--- config.mk ---
export PLATFORM = sky130hd
export DESIGN_NAME = exec_mem_cc_reg_flat
export DESIGN_NICKNAME = d
export VERILOG_FILES = /design/src/rtl/exec_mem_cc_reg_if.sv /design/src/rtl/exec_mem_cc_reg.sv /design/src/flat_wrapper.sv
export SDC_FILE = /design/constraint.sdc
export NUM_CORES = 1
export LEC_CHECK = 0
export ABC_CLOCK_PERIOD_IN_PS = 2450
export BUFFER_PORTS_ARGS = -buffer_cell sky130_fd_sc_hd__buf_2
export CAP_MARGIN = 30
export CELL_PAD_IN_SITES_DETAIL_PLACEMENT = 1
export CELL_PAD_IN_SITES_GLOBAL_PLACEMENT = 1
export CORE_UTILIZATION = 28
export CTS_BUF_LIST = sky130_fd_sc_hd__clkbuf_16
export CTS_CLUSTER_SIZE = 30
export DETAILED_ROUTE_END_ITERATION = 10
export PLACE_DENSITY = 0.89
export SYNTH_ARGS = -nofsm -noshare
export SYNTH_HDL_FRONTEND = slang
export SYNTH_SLANG_ARGS = --single-unit
--- constraint.sdc ---
create_clock -name clk -period 2.45 [get_ports clk]
set_clock_uncertainty 0.15 [all_clocks]
set_input_delay 0 -clock clk [delete_from_list [all_inputs] [get_ports clk]]
set_output_delay 0 -clock clk [all_outputs]
set_load 0.01 [all_outputs]
--- src/rtl/exec_mem_cc_reg_if.sv ---
// rtl/exec_mem_cc_reg_if.sv - E-to-M boundary signal bundle with master/slave views
interface exec_mem_cc_reg_if #(
  parameter int W = 64
);
  logic         e_valid;
  logic [3:0]   e_icode;
  logic [3:0]   e_ifun;
  logic [1:0]   alu_fun;
  logic [W-1:0] alu_a;
  logic [W-1:0] alu_b;
  logic [W-1:0] alu_out;
  logic         set_cc;
  logic [3:0]   e_dstE;
  logic         m_stall;
  logic         m_bubble;
  logic         e_cnd;
  logic         cc_zf;
  logic         cc_sf;
  logic         cc_of;
  logic         m_valid;
  logic [3:0]   m_icode;
  logic         m_cnd;
  logic [W-1:0] m_valE;
  logic [3:0]   m_dstE;

  modport master (
    output e_valid, e_icode, e_ifun, alu_fun, alu_a, alu_b, alu_out,
           set_cc, e_dstE, m_stall, m_bubble,
    input  e_cnd, cc_zf, cc_sf, cc_of, m_valid, m_icode, m_cnd, m_valE, m_dstE
  );

  modport slave (
    input  e_valid, e_icode, e_ifun, alu_fun, alu_a, alu_b, alu_out,
           set_cc, e_dstE, m_stall, m_bubble,
    output e_cnd, cc_zf, cc_sf, cc_of, m_valid, m_icode, m_cnd, m_valE, m_dstE
  );
endinterface

--- src/rtl/exec_mem_cc_reg.sv ---
// rtl/exec_mem_cc_reg.sv - Y86-64 E/M pipeline register with condition codes
// Condition codes and the M register share the stall; a bubble loads a NOP and blocks CC writes.
module exec_mem_cc_reg #(
  parameter int         W       = 64,
  parameter logic [3:0] RNONE   = 4'hF,
  parameter logic [3:0] INOP    = 4'h1,
  parameter logic [3:0] IRRMOVQ = 4'h2
) (
  input logic             clk,
  input logic             rst_n,
  exec_mem_cc_reg_if.slave bus
);
  logic         zf_q, sf_q, of_q;
  logic         zf_d, sf_d, of_d;
  logic         m_valid_q, m_valid_d;
  logic [3:0]   m_icode_q, m_icode_d;
  logic         m_cnd_q, m_cnd_d;
  logic [W-1:0] m_vale_q, m_vale_d;
  logic [3:0]   m_dste_q, m_dste_d;

  logic cnd, lt, zf_n, sf_n, of_n, cc_we;

  // Condition uses the CC held before this edge; there is no forwarding of the new flags.
  always_comb begin
    lt = sf_q ^ of_q;
    case (bus.e_ifun)
      4'd0:    cnd = 1'b1;
      4'd1:    cnd = lt | zf_q;
      4'd2:    cnd = lt;
      4'd3:    cnd = zf_q;
      4'd4:    cnd = ~zf_q;
      4'd5:    cnd = ~lt;
      4'd6:    cnd = ~lt & ~zf_q;
      default: cnd = 1'b0;
    endcase
  end

  always_comb begin
    zf_n = (bus.alu_out == '0);
    sf_n = bus.alu_out[W-1];
    case (bus.alu_fun)
      2'd0:    of_n = (bus.alu_a[W-1] == bus.alu_b[W-1]) && (bus.alu_out[W-1] != bus.alu_a[W-1]);
      2'd1:    of_n = (bus.alu_a[W-1] != bus.alu_b[W-1]) && (bus.alu_out[W-1] != bus.alu_b[W-1]);
      default: of_n = 1'b0;
    endcase
  end

  assign cc_we = bus.e_valid & bus.set_cc & ~bus.m_stall & ~bus.m_bubble;

  always_comb begin
    zf_d      = zf_q;
    sf_d      = sf_q;
    of_d      = of_q;
    m_valid_d = m_valid_q;
    m_icode_d = m_icode_q;
    m_cnd_d   = m_cnd_q;
    m_vale_d  = m_vale_q;
    m_dste_d  = m_dste_q;
    if (cc_we) begin
      zf_d = zf_n;
      sf_d = sf_n;
      of_d = of_n;
    end
    if (!bus.m_stall) begin
      if (bus.m_bubble) begin
        m_valid_d = 1'b0;
        m_icode_d = INOP;
        m_cnd_d   = 1'b0;
        m_vale_d  = '0;
        m_dste_d  = RNONE;
      end else begin
        m_valid_d = bus.e_valid;
        m_icode_d = bus.e_icode;
        m_cnd_d   = cnd;
        m_vale_d  = bus.alu_out;
        // A dead slot or a failed cmov must not write the register file.
        m_dste_d  = (!bus.e_valid || (bus.e_icode == IRRMOVQ && !cnd)) ? RNONE : bus.e_dstE;
      end
    end
  end

  always_ff @(posedge clk or negedge rst_n) begin
    if (!rst_n) begin
      zf_q      <= 1'b1;
      sf_q      <= 1'b0;
      of_q      <= 1'b0;
      m_valid_q <= 1'b0;
      m_icode_q <= INOP;
      m_cnd_q   <= 1'b0;
      m_vale_q  <= '0;
      m_dste_q  <= RNONE;
    end else begin
      zf_q      <= zf_d;
      sf_q      <= sf_d;
      of_q      <= of_d;
      m_valid_q <= m_valid_d;
      m_icode_q <= m_icode_d;
      m_cnd_q   <= m_cnd_d;
      m_vale_q  <= m_vale_d;
      m_dste_q  <= m_dste_d;
    end
  end

  assign bus.e_cnd   = cnd;
  assign bus.cc_zf   = zf_q;
  assign bus.cc_sf   = sf_q;
  assign bus.cc_of   = of_q;
  assign bus.m_valid = m_valid_q;
  assign bus.m_icode = m_icode_q;
  assign bus.m_cnd   = m_cnd_q;
  assign bus.m_valE  = m_vale_q;
  assign bus.m_dstE  = m_dste_q;
endmodule

--- src/flat_wrapper.sv ---
// flat-port wrapper written by rule: the top's interface ports become plain ports
module exec_mem_cc_reg_flat 
#(
  parameter int         W       = 64,
  parameter logic [3:0] RNONE   = 4'hF,
  parameter logic [3:0] INOP    = 4'h1,
  parameter logic [3:0] IRRMOVQ = 4'h2
)
  (clk, rst_n, bus_e_valid, bus_e_icode, bus_e_ifun, bus_alu_fun, bus_alu_a, bus_alu_b, bus_alu_out, bus_set_cc, bus_e_dstE, bus_m_stall, bus_m_bubble, bus_e_cnd, bus_cc_zf, bus_cc_sf, bus_cc_of, bus_m_valid, bus_m_icode, bus_m_cnd, bus_m_valE, bus_m_dstE);
  exec_mem_cc_reg_if #(.W(W)) bus_i ();
  input logic clk;
  input logic rst_n;
  input wire logic [$bits(bus_i.e_valid)-1:0] bus_e_valid;
  input wire logic [$bits(bus_i.e_icode)-1:0] bus_e_icode;
  input wire logic [$bits(bus_i.e_ifun)-1:0] bus_e_ifun;
  input wire logic [$bits(bus_i.alu_fun)-1:0] bus_alu_fun;
  input wire logic [$bits(bus_i.alu_a)-1:0] bus_alu_a;
  input wire logic [$bits(bus_i.alu_b)-1:0] bus_alu_b;
  input wire logic [$bits(bus_i.alu_out)-1:0] bus_alu_out;
  input wire logic [$bits(bus_i.set_cc)-1:0] bus_set_cc;
  input wire logic [$bits(bus_i.e_dstE)-1:0] bus_e_dstE;
  input wire logic [$bits(bus_i.m_stall)-1:0] bus_m_stall;
  input wire logic [$bits(bus_i.m_bubble)-1:0] bus_m_bubble;
  output wire logic [$bits(bus_i.e_cnd)-1:0] bus_e_cnd;
  output wire logic [$bits(bus_i.cc_zf)-1:0] bus_cc_zf;
  output wire logic [$bits(bus_i.cc_sf)-1:0] bus_cc_sf;
  output wire logic [$bits(bus_i.cc_of)-1:0] bus_cc_of;
  output wire logic [$bits(bus_i.m_valid)-1:0] bus_m_valid;
  output wire logic [$bits(bus_i.m_icode)-1:0] bus_m_icode;
  output wire logic [$bits(bus_i.m_cnd)-1:0] bus_m_cnd;
  output wire logic [$bits(bus_i.m_valE)-1:0] bus_m_valE;
  output wire logic [$bits(bus_i.m_dstE)-1:0] bus_m_dstE;
  assign bus_i.e_valid = bus_e_valid;
  assign bus_i.e_icode = bus_e_icode;
  assign bus_i.e_ifun = bus_e_ifun;
  assign bus_i.alu_fun = bus_alu_fun;
  assign bus_i.alu_a = bus_alu_a;
  assign bus_i.alu_b = bus_alu_b;
  assign bus_i.alu_out = bus_alu_out;
  assign bus_i.set_cc = bus_set_cc;
  assign bus_i.e_dstE = bus_e_dstE;
  assign bus_i.m_stall = bus_m_stall;
  assign bus_i.m_bubble = bus_m_bubble;
  assign bus_e_cnd = bus_i.e_cnd;
  assign bus_cc_zf = bus_i.cc_zf;
  assign bus_cc_sf = bus_i.cc_sf;
  assign bus_cc_of = bus_i.cc_of;
  assign bus_m_valid = bus_i.m_valid;
  assign bus_m_icode = bus_i.m_icode;
  assign bus_m_cnd = bus_i.m_cnd;
  assign bus_m_valE = bus_i.m_valE;
  assign bus_m_dstE = bus_i.m_dstE;
  exec_mem_cc_reg #(.W(W), .RNONE(RNONE), .INOP(INOP), .IRRMOVQ(IRRMOVQ)) u_core (.clk(clk), .rst_n(rst_n), .bus(bus_i));
endmodule
# After elaboration in Yosys (flattened, before gate mapping)
# Index checks and enable logic that the tools add are counted.
# classes
n_bitwise	10
reduce_logical	9
magnitude_cmp	0
muxes	8
addsub	0
n_eq_ne	12
shift	0
n_mul	0
div	0
# ops
cell	n
$logic_not A64 Y1	1
$mux W64	1
$eq A4 B2 Y1 const B	3
$eq A4 B3 Y1 const B	3
$mux W4	3
$pmux W1 S7	1
$and A1 B1 Y1	4
$eq A4 B1 Y1 const B	1
$logic_not A4 Y1	1
$not A1 Y1	4
$logic_and A1 B1 Y1	3
$ne A1 B1 Y1	3
$eq A2 B1 Y1 const B	1
$logic_not A1 Y1	2
$logic_not A2 Y1	1
$mux W1	2
$pmux W1 S2	1
$eq A1 B1 Y1	1
$logic_or A1 B1 Y1	1
$or A1 B1 Y1	1
$xor A1 B1 Y1	1
# word_totals
reg_bits	77
ramBits	0
elab_cells	47
romBits	0
latch_bits	0
mem_count	0
input_bits	212
output_inout_bits	78

# Longest topological paths before layout
# logic_depth
ltp_word	9
depth_mapped	5
depth_no_buf	5

# Worst setup path before layout
# OpenSTA, ideal clock, no wires.
# synth_timing
path_kind	register to register
start	reg u_core.of_q, in the netlist u_core.bus.cc_of
end	reg u_core.m_cnd_q, in the netlist u_core.bus.m_cnd
arrival_time_ns	1.218
period_less_slack_ns	1.489
t_required_ns	2.179
path_buffers	0
stages_incl_launch_ff	5
setup_time_ns	0.121
setup_slack_ns	0.961
path_cell_list	dfrtp_1 > xor2_1 > o32ai_1 > nor2_1 > a22o_1
# synth_via
elab_chain_len	5
word_cells_on_any_way	6
classes_between	mux (2); bitwise (4)
# synth_lines
item	line_no	rtl
from (decl)	exec_mem_cc_reg.sv:13	logic zf_q, sf_q, of_q;
from (signal assigned)	exec_mem_cc_reg.sv:86	of_q <= 1'b0;
from (signal assigned)	exec_mem_cc_reg.sv:95	of_q <= of_d;
$xor A1 B1 Y1 *	exec_mem_cc_reg.sv:25	lt = sf_q ^ of_q;
$not A1 Y1	exec_mem_cc_reg.sv:32, exec_mem_cc_reg.sv:33	
$and A1 B1 Y1	exec_mem_cc_reg.sv:33	4'd6: cnd = ~lt & ~zf_q;
$pmux W1 S7 *	exec_mem_cc_reg.sv:26	case (bus.e_ifun)
net bus_e_cnd	flat_wrapper.sv:24	output wire logic [$bits(bus_i.e_cnd)-1:0] bus_e_cnd;
$mux W1 *	exec_mem_cc_reg.sv:65	if (bus.m_bubble) begin
to (signal assigned)	exec_mem_cc_reg.sv:98	m_cnd_q <= m_cnd_d;
to (decl)	exec_mem_cc_reg.sv:17	logic m_cnd_q, m_cnd_d;
# Mark *: on every way through the listed nets, which the timed path passes. The rest lies on a longest branch.
# A chain may end at the register's enable or synchronous reset.

# Worst setup path in the final report
# layout_timing
start	reg u_core.of_q, in the netlist u_core.bus.cc_of
end	reg u_core.m_dste_q[3], in the netlist u_core.bus.m_dstE[3]
# layout_via
elab_chain_len	9
word_cells_on_any_way	10
classes_between	mux (3); bitwise (4); reduce/logical (3)
# layout_lines
item	line_no	rtl
$xor A1 B1 Y1 *	exec_mem_cc_reg.sv:25	
$not A1 Y1	exec_mem_cc_reg.sv:32, exec_mem_cc_reg.sv:33	
$and A1 B1 Y1	exec_mem_cc_reg.sv:33	
$pmux W1 S7 *	exec_mem_cc_reg.sv:26	
$logic_not A1 Y1 *	exec_mem_cc_reg.sv:77	m_dste_d = (!bus.e_valid || (bus.e_icode == IRRMOVQ && !cnd)) ? RNONE : bus.e_dstE;
$logic_and A1 B1 Y1 *	exec_mem_cc_reg.sv:77	
$logic_or A1 B1 Y1 *	exec_mem_cc_reg.sv:77	
$mux W4 *	exec_mem_cc_reg.sv:77	
$mux W4 *	exec_mem_cc_reg.sv:65	
to (signal assigned)	exec_mem_cc_reg.sv:100	m_dste_q <= m_dste_d;
to (decl)	exec_mem_cc_reg.sv:19	logic [3:0] m_dste_q, m_dste_d;
# Every way passes the cells marked *; elsewhere a longest branch is shown, timed or not.

==> metrics.md <==
| Metric | Value |
|---|---|
| Status | `complete, no violations` |
| Clock network power share | `36.8%` |
| Die area | `0.01263 mm²` |
| Mean Syn Cell Area | `9.425 µm²` |
| Total wire length | `14.90 mm` |
| Post-synth EDFFs | `0` |
| Fmax | `415.7 MHz` |
| CP arrival | `2.51 ns` |
| HP Class | `input pin to async pin` |
| Bufs on Longest Clock Path | `2` |
| Pins Over Slew Limit | `0` |
| Leak Pwr | `2.730 nW` |
| DR WL/cell | `19.45 µm` |
| Place WS | `0.5575 ns` |
| Final WS setup | `0.04467 ns` |
| Floorplan row count | `39` |
| Crit share post-route | `98.18%` |
| Utilization after layout | `48.51%` |
| Routed vias | `3739` |
| Final setup TNS | `0 ns` |
| CTS H-tree lvls | `3` |
| Final Hold Viols | `0` |
| Commonest cells post-synth | `nand2_1, dfrtp_1, o21ai_0, nand2b_1, clkbuf_1` |
| Cell Int Power | `2.370 mW` |
| CTS buffer count | `9` |
| Initial Util | `29.26%` |
| Critical Path RT | `2.55 ns` |
| Area delta synth->final | `65.82%` |
| Vias/cell | `4.881` |
| DR iter-0 viols | `231` |
| CTS tree | `built` |
| Initial antenna violation count | `0` |
| GRT overflow | `0` |
| Port Buffers | `163` |
| Post-DP HPWL | `8.531 mm` |
| Post-synthesis sequential area ratio | `56.69%` |
| Power share of the sequential group | `43.3%` |
| Cell variety after synth | `26` |
| Vias in the first global route | `4287` |
| Later-pin clock latency in the skew report | `0.33 ns` |
| FFs w/ async S/R, synth | `100.0%` |
| Share of cells above drive strength 1 | `31.14%` |
| I/O Pins | `290` |
| GRT Total Usage | `24.76%` |
| Syn Nets | `574` |
| DRC Markers | `0` |
| Ys Warns | `0` |
| #FFs+latches synth | `77` |
| First-pass GRT wire length | `23.47 mm` |
| # diodes | `0` |
| PwrDens | `587.8 mW/mm²` |
| CTS sink cnt | `77` |
| Worst-path clk slew | `0.07 ns` |
| Setup-failing EPs final | `0` |
| Die Y | `112.4 µm` |
| Critical Path End Type | `flip-flop` |
| Slew @ Worst Pin | `0.6917 ns` |
| Tmin final | `2.405 ns` |
| Critical Path Start Type | `flip-flop` |
| Max FO, Critical Path | `4` |
| Initial DRT Pass Iterations | `4` |
| Cell with the most instances after synthesis | `nand2_1` |
| NetSw | `0.9559 mW` |
| RSZ-0062 raised after global routing | `no` |
| Post-Syn Area | `0.003412 mm²` |
| Nets@finish | `830` |
| Yosys top cell area share | `52.07%` |
| Yosys top cell by area | `dfrtp_1` |
| Post-Synthesis Cells | `362` |
| Chip Width | `112.4 µm` |
| Synth area leaders | `dfrtp_1, nand2b_1, o21ai_0, nand2_1, dfstp_2` |
| Switching Share | `28.74%` |
| Core area | `0.01166 mm²` |
| Largest net degree at the start of global routing | `68` |
| Post-route ant nets | `0` |
| Gp weighted congestion | `0.7407` |
| Max VDD drop | `0.2733 mV` |
| Slew headroom | `53.73%` |
| Crit path kind | `flip-flop to flip-flop` |
| Maxcap violations | `0` |
| Combinational power share | `19.9%` |
| Postcts setup bufs | `0` |
| Root Buffer | `clkbuf_16` |
| Top FF cell, synth | `dfrtp_1` |
-- critical path: stages (launching register included) --
cell,delay (ns)
dfrtp_1,0.42
xor2_1,0.21
a21oi_1,0.22
o32ai_1,0.16
o21ai_1,0.40
a21oi_1,0.14
dlygate4sd3_1,0.61
-- power by group through the flow --
stage,combinational (mW),clock [mW],sequential (mW)
after floorplan,0.161,0,1.50
after global placement,0.472,0,1.44
after detailed placement,0.500,0,1.45
after CTS,0.629,1.26,1.43
after global routing,0.716,1.31,1.45
final,0.662,1.22,1.44
-- layer usage --
| layer | global-route usage (%) | vias up | share of wire, % |
|---|---|---|---|
| met5 | 0 | - | 0 |
| met4 | 12.53 | 0 | 2.9 |
| met3 | 6.533 | 32 | 6.9 |
| met2 | 43.31 | 180 | 50 |
| met1 | 27.88 | 1803 | 40 |
| li1 | - | 1724 | - |
-- sequential cells by signal, summed over array words and instances, names as in the netlist --
register            count
u_core.bus.m_valE      64
u_core.bus.m_dstE       4
u_core.bus.m_icode      4
u_core.bus.cc_of        1
u_core.bus.cc_sf        1
u_core.bus.cc_zf        1
u_core.bus.m_cnd        1
u_core.bus.m_valid      1
-- per-stage QoR --
| step | std cells | power, mW | hold slack, ns | cell area, µm² |
|---|---|---|---|---|
| finish | 766 | 3.326 | 0.06862 | 5658 |
| global placement | 649 | 1.917 | 0.03646 | 4352 |
| detailed placement | 650 | 1.954 | -0.2566 | 4379 |
| CTS | 766 | 3.318 | 0.02837 | 5648 |
| global route | 766 | 3.478 | 0.06745 | 5658 |
| floorplan | 362 | 1.659 | -0.4456 | 3412 |
-- area by class of cell --
class                      count  area (µm²)
clock inverter                 7       42.54
tap                          143       178.9
inverter                       1       3.754
timing repair buffer         267        1872
fill                        1350        6005
multi-input combinational    262        1401
clock buffer                   9       225.2
sequential                    77        1934
-- cell families (layout without fill, tap and decap cells) --
group           count (synthesis)  after routing  share of synthesized area, %
compound gates                 82             82                         12.58
xor+xnor                        2              2                        0.5135
buf+inv                        23            284                         2.530
flops                          77             77                         56.69
mux                             1              1                        0.3300
simple gates                  177            177                         27.36
-- layout by cell type (no fill, tap or decap) --
| cell | count |
|---|---|
| buf_2 | 161 |
| dlygate4sd3_1 | 100 |
| nand2_1 | 72 |
| dfrtp_1 | 71 |
| o21ai_0 | 67 |
| nand2b_1 | 64 |
| nor4_1 | 12 |
| clkbuf_16 | 9 |
| nor2_1 | 8 |
| a21oi_1 | 7 |
| dfstp_2 | 6 |
| nor2b_1 | 5 |
| buf_4 | 5 |
| nor4_2 | 4 |
| nand4_1 | 4 |
| or2b_1 | 3 |
| inv_1 | 2 |
| o31ai_1 | 2 |
| o21ai_1 | 2 |
| a22o_1 | 2 |
| clkinv_2 | 2 |
| a21o_1 | 1 |
| xor2_1 | 1 |
| o32ai_1 | 1 |
| nor2_4 | 1 |
| nand2_2 | 1 |
| nor4b_1 | 1 |
| nand3_1 | 1 |
| xnor2_1 | 1 |
| mux2_2 | 1 |
| or4_1 | 1 |
| clkinv_4 | 1 |
| inv_6 | 1 |
| clkinvlp_4 | 1 |
| clkinv_1 | 1 |
| buf_16 | 1 |
-- worst paths after layout --
check / from / endpoint / slack (ns) / cells past startpoint
worst min-delay path: rst_n / u_core.bus.m_dstE[0] / 0.07 / 2
min in group clk: bus_e_ifun[3] / bus_e_cnd / 0.29 / 4
max in group asynchronous: rst_n / u_core.bus.m_valE[1] / 0.96 / 3
worst max register to register: u_core.bus.cc_of / u_core.bus.m_dstE[3] / 0.04 / 6
worst min register to register: u_core.bus.m_valE[41] / u_core.bus.m_valE[41] / 0.33 / 2
worst max-delay path: u_core.bus.cc_of / u_core.bus.m_dstE[3] / 0.04 / 6
-- what timing repair did --
item,in CTS,in global routing
hold buffers,100,0
resized for setup,0,3
endpoints found under the hold margin,154,0
setup endpoints to repair,0,4
No activity file was read; power rests on OpenSTA's default activity.
